`config.mk`:
```
export PLATFORM = sky130hd
export DESIGN_NAME = ctrl_pipe
export DESIGN_NICKNAME = d
export VERILOG_FILES = /design/src/rtl/ctrl_pipe.sv
export SDC_FILE = /design/constraint.sdc
export NUM_CORES = 1
export LEC_CHECK = 0
export ABC_CLOCK_PERIOD_IN_PS = 2500
export CAP_MARGIN = 15
export CORE_MARGIN = 2
export CORE_UTILIZATION = 47
export DETAILED_ROUTE_END_ITERATION = 6
export GPL_ROUTABILITY_DRIVEN = 1
export PLACE_DENSITY = 0.88
export SYNTH_ARGS = -nofsm -noshare
export SYNTH_HDL_FRONTEND = slang
export SYNTH_SLANG_ARGS = --single-unit
```
`constraint.sdc`:
```
create_clock -name clk -period 2.5 [get_ports clk]
set_input_delay 0.5 -clock clk [delete_from_list [all_inputs] [get_ports clk]]
set_output_delay 0.5 -clock clk [all_outputs]
set_load 0.005 [all_outputs]
```
`src/rtl/ctrl_pipe.sv`:
```
// Control-word pipeline (stage 0=E, 1=M, 2=W, ...) with per-stage stall/flush and a
// multicycle-op FSM that pins stage 0 for MC_CYCLES cycles.
module ctrl_pipe #(
    parameter int unsigned CW          = 8,
    parameter int unsigned NSTAGE      = 3,
    parameter int unsigned MC_CYCLES   = 4,
    parameter bit          BUBBLE_ZERO = 1'b1
) (
    input  logic                 clk,
    input  logic                 rst,
    input  logic [CW-1:0]        ctrl_d,
    input  logic                 valid_d,
    input  logic                 mc_d,
    input  logic [NSTAGE-1:0]    stall,
    input  logic [NSTAGE-1:0]    flush,
    output logic [NSTAGE*CW-1:0] ctrl_q,
    output logic [NSTAGE-1:0]    valid_q,
    output logic                 stall_req,
    output logic                 mc_busy
);
    localparam int unsigned     CntW    = $clog2(MC_CYCLES);
    localparam logic [CntW-1:0] CntInit = CntW'(MC_CYCLES - 2);

    typedef enum logic {StIdle, StBusy} mcStateT;

    mcStateT                   stateQ, stateD;
    logic [CntW-1:0]           countQ, countD;
    logic [NSTAGE-1:0][CW-1:0] stageCtrlQ, stageCtrlD;
    logic [NSTAGE-1:0]         stageValidQ, stageValidD;
    logic [NSTAGE:0]           holdChain;
    logic [NSTAGE-1:0]         hold;
    logic                      busy;
    logic                      advance0;

    assign busy      = (stateQ == StBusy);
    assign stall_req = busy;
    assign mc_busy   = busy;

    // An older stage holding forces every younger stage to hold as well.
    always_comb begin
        holdChain = '0;
        for (int k = NSTAGE - 1; k >= 0; k--) begin
            holdChain[k] = stall[k] | holdChain[k+1];
        end
        holdChain[0] = holdChain[0] | busy;
    end

    assign hold     = holdChain[NSTAGE-1:0];
    assign advance0 = !flush[0] && !hold[0];

    always_comb begin
        stageCtrlD  = stageCtrlQ;
        stageValidD = stageValidQ;
        if (flush[0]) begin
            stageCtrlD[0]  = '0;
            stageValidD[0] = 1'b0;
        end else if (!hold[0]) begin
            stageCtrlD[0]  = ctrl_d;
            stageValidD[0] = valid_d;
        end
        for (int k = 1; k < NSTAGE; k++) begin
            // Advancing behind a holding stage takes a bubble.
            if (flush[k] || (!hold[k] && hold[k-1])) begin
                stageCtrlD[k]  = '0;
                stageValidD[k] = 1'b0;
            end else if (!hold[k]) begin
                stageCtrlD[k]  = stageCtrlQ[k-1];
                stageValidD[k] = stageValidQ[k-1];
            end
        end
    end

    always_comb begin
        stateD = stateQ;
        countD = countQ;
        unique case (stateQ)
            StIdle: begin
                if (advance0 && valid_d && mc_d) begin
                    stateD = StBusy;
                    countD = CntInit;
                end
            end
            StBusy: begin
                if (flush[0]) begin
                    stateD = StIdle;
                    countD = '0;
                end else if (countQ == '0) begin
                    stateD = StIdle;
                end else begin
                    countD = countQ - CntW'(1);
                end
            end
        endcase
    end

    always_ff @(posedge clk or negedge rst) begin
        if (!rst) begin
            stateQ      <= StIdle;
            countQ      <= '0;
            stageCtrlQ  <= '0;
            stageValidQ <= '0;
        end else begin
            stateQ      <= stateD;
            countQ      <= countD;
            stageCtrlQ  <= stageCtrlD;
            stageValidQ <= stageValidD;
        end
    end

    always_comb begin
        ctrl_q = '0;
        for (int k = 0; k < NSTAGE; k++) begin
            if (stageValidQ[k] || !BUBBLE_ZERO) begin
                ctrl_q[k*CW +: CW] = stageCtrlQ[k];
            end
        end
    end

    assign valid_q = stageValidQ;

endmodule

```
==> run summary, run 1 <==
status = finished, final reports clean
share of cells above drive strength 1 = 9.70%
die area = 3310 µm²
Post-Synthesis Cells = 114
total track usage = 21.4%
Flop pwr share = 50.6%
I/O Buffers = 46
final net count = 183
Max Slew Vio Count = 0
Hold Vio Cnt, Final = 0
Seq. cell area = 751 µm²
Post-Route Skew = 0.00803 ns
Crit Path Max Fanout = 11
drt via density = 5.44
CTS Sinks = 30
Hold/Removal Path Class = primary input to async pin
utilization after layout = 69.4%
num rows = 19
post-synth net total = 133
Fillers = 221
Net Switching = 0.249 mW
Worst R2R Start = mc_busy
diode count = 0
Achievable Freq = 490 MHz
P&R area growth vs syn = 41.1%
# IOs = 47
setup TNS = 0 ns
Mean Syn Cell Area = 11.8 µm²
total CTS buffers = 5
drc violations = 0
core area = 2730 µm²
pre-CTS setup slack = 0.372 ns
FF-to-FF path depth = 3
yosys warns = 0
pin count of the biggest net entering global routing = 31
final setup vio count = 0
Clk Latency, worst-skew pair = 0.33 ns
Clock power frac = 36.4%
power density over the cells = 541 nW/µm²
initial antenna violation count = 0
routed wire length per instance = 15.5 µm
post-CTS sizing = 0
Least-Margin Pin Slew = 0.546 ns
Max Buffers Root-to-Sink = 2
area of the multi-input gates = 548 µm²
total grt overflow = 0
Die Wd = 57.5 µm
CP Launch Point = valid_q[0]
Final WS setup = 0.457 ns
CP endpoint kind = primary output
#FFs+latches synth = 30
first-pass GRT wire length = 5180 µm
Max-slew headroom = 63.5%
crit path DAT = 1.54 ns
startpoint types = flip-flop
via count = 1,066
Initial Util = 49.2%
max_cap viols = 0
Crit Reg-Reg Endpoint = stageCtrlQ[11]
quantity of hold-fixing buffers added after cts = 0
synthesized area = 1350 µm²
count of cell types in the netlist = 24
drt total wl = 3030 µm
worst vdd ir = 0.649 mV
combinational power share = 13.0%
Die Ht = 57.5 µm
Post-CTS Setup Inserts = 0
Tmin final = 2.04 ns
reg-to-reg slack, setup = 0.89 ns
RSZ-0062 raised after global routing = no
Internal = 0.779 mW
CTS clk-pin slew, worst paths = 0.10 ns
commonest cells after routing, fill and taps aside = 46 x clkdlybuf4s50_1, 30 x dfrtp_1, 24 x and2_1, 18 x a22o_1, 10 x nor2_1
ratio of final minimum period to clock period = 81.7%
critical path class = flip-flop to primary output
Initial DRC Count = 33
Switching Share = 24.2%
worst endpoint required time = 2.00 ns
Pleak = 0.843 nW
H-tree depth = 2
post-synthesis sequential area ratio = 55.8%
vias in the first global route = 1,097
commonest non-fill, non-tap cell in the layout = clkdlybuf4s50_1
Final ANT Viol Nets = 0
RD Place Congestion = 0.680
first-pass iteration count of the detailed router = 4
Setup crit end = ctrl_q[4]
TritonCTS clock tree = done
Root Driver = clkbuf_4
-- worst min-delay path by stage --
stage | startpoint | endpoint | slack, ns
final | rst | valid_q[1] | 0.54
after global routing | rst | valid_q[1] | 0.55
after CTS | stageCtrlQ[6] | stageCtrlQ[14] | 0.53
after detailed placement | stageCtrlQ[6] | stageCtrlQ[6] | 0.51
after global placement | stageCtrlQ[2] | stageCtrlQ[10] | 0.51
after floorplan | rst | countQ[0] | 0.20
-- per-stage QoR --
stage	instance area, µm²	hold slack (ns)	power, mW	cells
after floorplan	1350	0.204	0.601	114
after global placement	1820	0.506	0.649	188
after detailed placement	1820	0.513	0.663	188
after CTS	1900	0.528	1.04	196
after global routing	1900	0.549	1.08	196
final	1900	0.535	1.03	196
-- metal layers --
metal | global-route usage (%) | wire length, µm | vias to the layer above
met5 | 0 | 0 | -
met4 | 8.97 | 65 | 0
met3 | 8.39 | 194 | 7
met2 | 34.1 | 1510 | 35
met1 | 25.8 | 1260 | 519
li1 | - | - | 505
-- synth_stat cells --
master    number  area, µm²
dfrtp_1       30        751
nor2b_4        1       13.8
nand2b_1       1       6.26
buf_4          1       7.51
nor3_2         1       10.0
inv_1          2       7.51
nor2_4         1       11.3
o31ai_1        1       7.51
buf_6          2       22.5
nand2_1        1       3.75
o21bai_1       1       7.51
a22oi_1        9       67.6
buf_1          1       3.75
o31a_1         1       8.76
buf_2          1       5.00
xor2_1         1       8.76
nor2_2         2       12.5
and2_1        24        150
or4_4          1       11.3
nor2b_1        2       12.5
a22o_1        18        158
ha_1           1       12.5
nor2_1        10       37.5
o32ai_1        1       8.76
-- power by group through the flow --
| stage | combinational, mW | clock, mW | sequential [mW] |
|---|---|---|---|
| 2_1_floorplan | 0.0765 | 0 | 0.524 |
| 3_5_place_dp | 0.134 | 0 | 0.530 |
| 3_3_place_gp | 0.122 | 0 | 0.527 |
| 6_report | 0.134 | 0.374 | 0.520 |
| 4_1_cts | 0.135 | 0.384 | 0.520 |
| 5_1_grt | 0.150 | 0.409 | 0.522 |
-- kinds of logic after synthesis --
kind of cell,synth area share [%]
AOI/OAI and AO/OA,19.2
xor gates and xnor gates,0.651
adders and majority gates,0.930
buffers and inverters,3.44
DFF,55.8
and+or+nand+nor,20.0
-- registers in the layout (all words and copies together) (netlist names) --
| name | flops |
|---|---|
| countQ | 2 |
| mc_busy | 1 |
| valid_q | 3 |
| stageCtrlQ | 24 |
-- critical path, stage by stage, from the launching register on --
cell	delay [ns]
dfrtp_1	0.53
and2_1	0.19
clkdlybuf4s50_1	0.50
-- cell type report --
cell class | count | area share, %
clock buffers | 5 | 1.98
clock inverters | 3 | 2.11
inverters | 2 | 0.396
multi-input cells | 77 | 28.9
flip-flops and latches | 30 | 39.6
well taps | 31 | 2.04
repair buffers | 48 | 25.0
Note: power is estimated with default switching activity, not from simulation.
==> run 2: changes to the inputs <==
==> config.mk (replaced) <==
export PLATFORM = sky130hd
export DESIGN_NAME = ctrl_pipe
export DESIGN_NICKNAME = d
export VERILOG_FILES = /design/src/rtl/ctrl_pipe.sv
export SDC_FILE = /design/constraint.sdc
export NUM_CORES = 1
export LEC_CHECK = 0
export ABC_CLOCK_PERIOD_IN_PS = 2000
export CAP_MARGIN = 15
export CORE_MARGIN = 2
export CORE_UTILIZATION = 44
export DETAILED_ROUTE_END_ITERATION = 6
export GPL_ROUTABILITY_DRIVEN = 1
export PLACE_DENSITY = 0.83
export SYNTH_ARGS = -nofsm -noshare
export SYNTH_HDL_FRONTEND = slang
export SYNTH_SLANG_ARGS = --single-unit
==> constraint.sdc (replaced) <==
create_clock -name clk -period 2 [get_ports clk]
set_input_delay 0.4 -clock clk [delete_from_list [all_inputs] [get_ports clk]]
set_output_delay 0.4 -clock clk [all_outputs]
set_load 0.005 [all_outputs]
==> run 2 against run 1 <==
Cell count up 1.0%. Die area rose by 6.3%. Combinational power increased by 28%. Global-route usage shrank 2.7 points. Clock skew decreased by 0.0050 ns. Non-clock buffer count increased by 2.
==> run summary, run 2 (synthesis results as in run 1) <==
initial antenna violation count = 0
max_cap viols = 0
Max-slew headroom = 76.1%
P&R area growth vs syn = 40.5%
pin count of the biggest net entering global routing = 31
Initial DRC Count = 24
I/O Buffers = 46
Biggest register = stageCtrlQ
drc violations = 0
CTS Sinks = 30
power density over the cells = 613 nW/µm²
Root Driver = clkbuf_4
share of cells above drive strength 1 = 9.70%
Pleak = 0.838 nW
Clk Latency, worst-skew pair = 0.30 ns
critical path class = flip-flop to primary output
total CTS buffers = 5
Initial Util = 45.2%
TritonCTS clock tree = done
Least-Margin Pin Slew = 0.358 ns
final net count = 185
drt via density = 5.21
Max Slew Vio Count = 0
num rows = 20
Crit Path Max Fanout = 11
final setup vio count = 0
# IOs = 47
quantity of hold-fixing buffers added after cts = 0
ratio of final minimum period to clock period = 94.5%
H-tree depth = 2
first-pass iteration count of the detailed router = 4
Max Buffers Root-to-Sink = 2
drt total wl = 2930 µm
total track usage = 18.6%
DP Area = 1840 µm²
Hold/Removal Path Class = primary input to async pin
Die Ht = 59.3 µm
vias in the first global route = 1,056
Largest register FFs = 24
via count = 1,032
FF-to-FF path depth = 3
post-CTS sizing = 0
commonest non-fill, non-tap cell in the layout = clkdlybuf4s50_1
diode count = 0
post-route cell area = 1890 µm²
worst vdd ir = 0.359 mV
crit path DAT = 1.49 ns
Post-CTS Setup Inserts = 0
RSZ-0062 raised after global routing = no
Hold Vio Cnt, Final = 0
die area = 3520 µm²
Achievable Freq = 529 MHz
worst endpoint required time = 1.60 ns
Post-Route Skew = 0.00301 ns
total grt overflow = 0
commonest cells after routing, fill and taps aside = 46 x clkdlybuf4s50_1, 30 x dfrtp_1, 24 x and2_1, 18 x a22o_1, 10 x nor2_1
status = finished, final reports clean
first-pass GRT wire length = 4890 µm
Final ANT Viol Nets = 0
routed wire length per instance = 14.8 µm
Tmin final = 1.89 ns
RD Place Congestion = 0.704
Die Wd = 59.3 µm
startpoint types = flip-flop
CP endpoint kind = primary output
hpwl dp = 2250 µm
core area = 2980 µm²
CTS clk-pin slew, worst paths = 0.08 ns
setup TNS = 0 ns
-- run 2: final cells by class --
class / count / area, µm²
Fill cell: 249 / 1090
Clock buffer: 6 / 51.3
Inverter: 2 / 7.51
Tap cell: 33 / 41.3
Sequential cell: 30 / 751
Multi-Input combinational cell: 77 / 548
Timing Repair Buffer: 50 / 490
-- run 2: per-layer routing --
layer | global-route usage [%] | up-vias | routed length (µm)
li1 | - | 508 | -
met1 | 24.5 | 487 | 1260
met2 | 30.3 | 35 | 1490
met3 | 4.15 | 2 | 154
met4 | 6.49 | 0 | 24
met5 | 0 | - | 0
-- run 2: final timing paths --
check / from / to / slack, ns
setup reg to reg: mc_busy / stageCtrlQ[11] / 0.43
min in group clk: stageCtrlQ[6] / stageCtrlQ[14] / 0.53
hold reg to reg: stageCtrlQ[6] / stageCtrlQ[14] / 0.53
setup / recovery: valid_q[0] / ctrl_q[0] / 0.11
max in group asynchronous: rst / stageCtrlQ[18] / 1.26
hold / removal: rst / stageCtrlQ[21] / 0.48
-- run 2: worst max-delay path: stages, from the launching register on --
cell             delay (ns)
dfrtp_1                0.51
and2_1                 0.18
clkdlybuf4s50_1        0.50
-- run 2: power breakdown --
group,switching [mW],internal (mW)
Sequential,0.0220,0.629
Clock,0.177,0.158
Combinational,0.0834,0.0879
Total,0.283,0.875
-- run 2: metrics by stage --
step	hold WS (ns)	instances	total power [mW]	util, %	setup slack (ns)
after floorplan	0.104	114	0.751	-	0.429
after CTS	0.484	198	1.17	63.4	0.0893
final	0.477	198	1.16	63.4	0.110
after global placement	0.509	192	0.814	61.7	0.0568
after global routing	0.497	198	1.23	63.4	0.00520
after detailed placement	0.510	192	0.832	61.7	0.0106
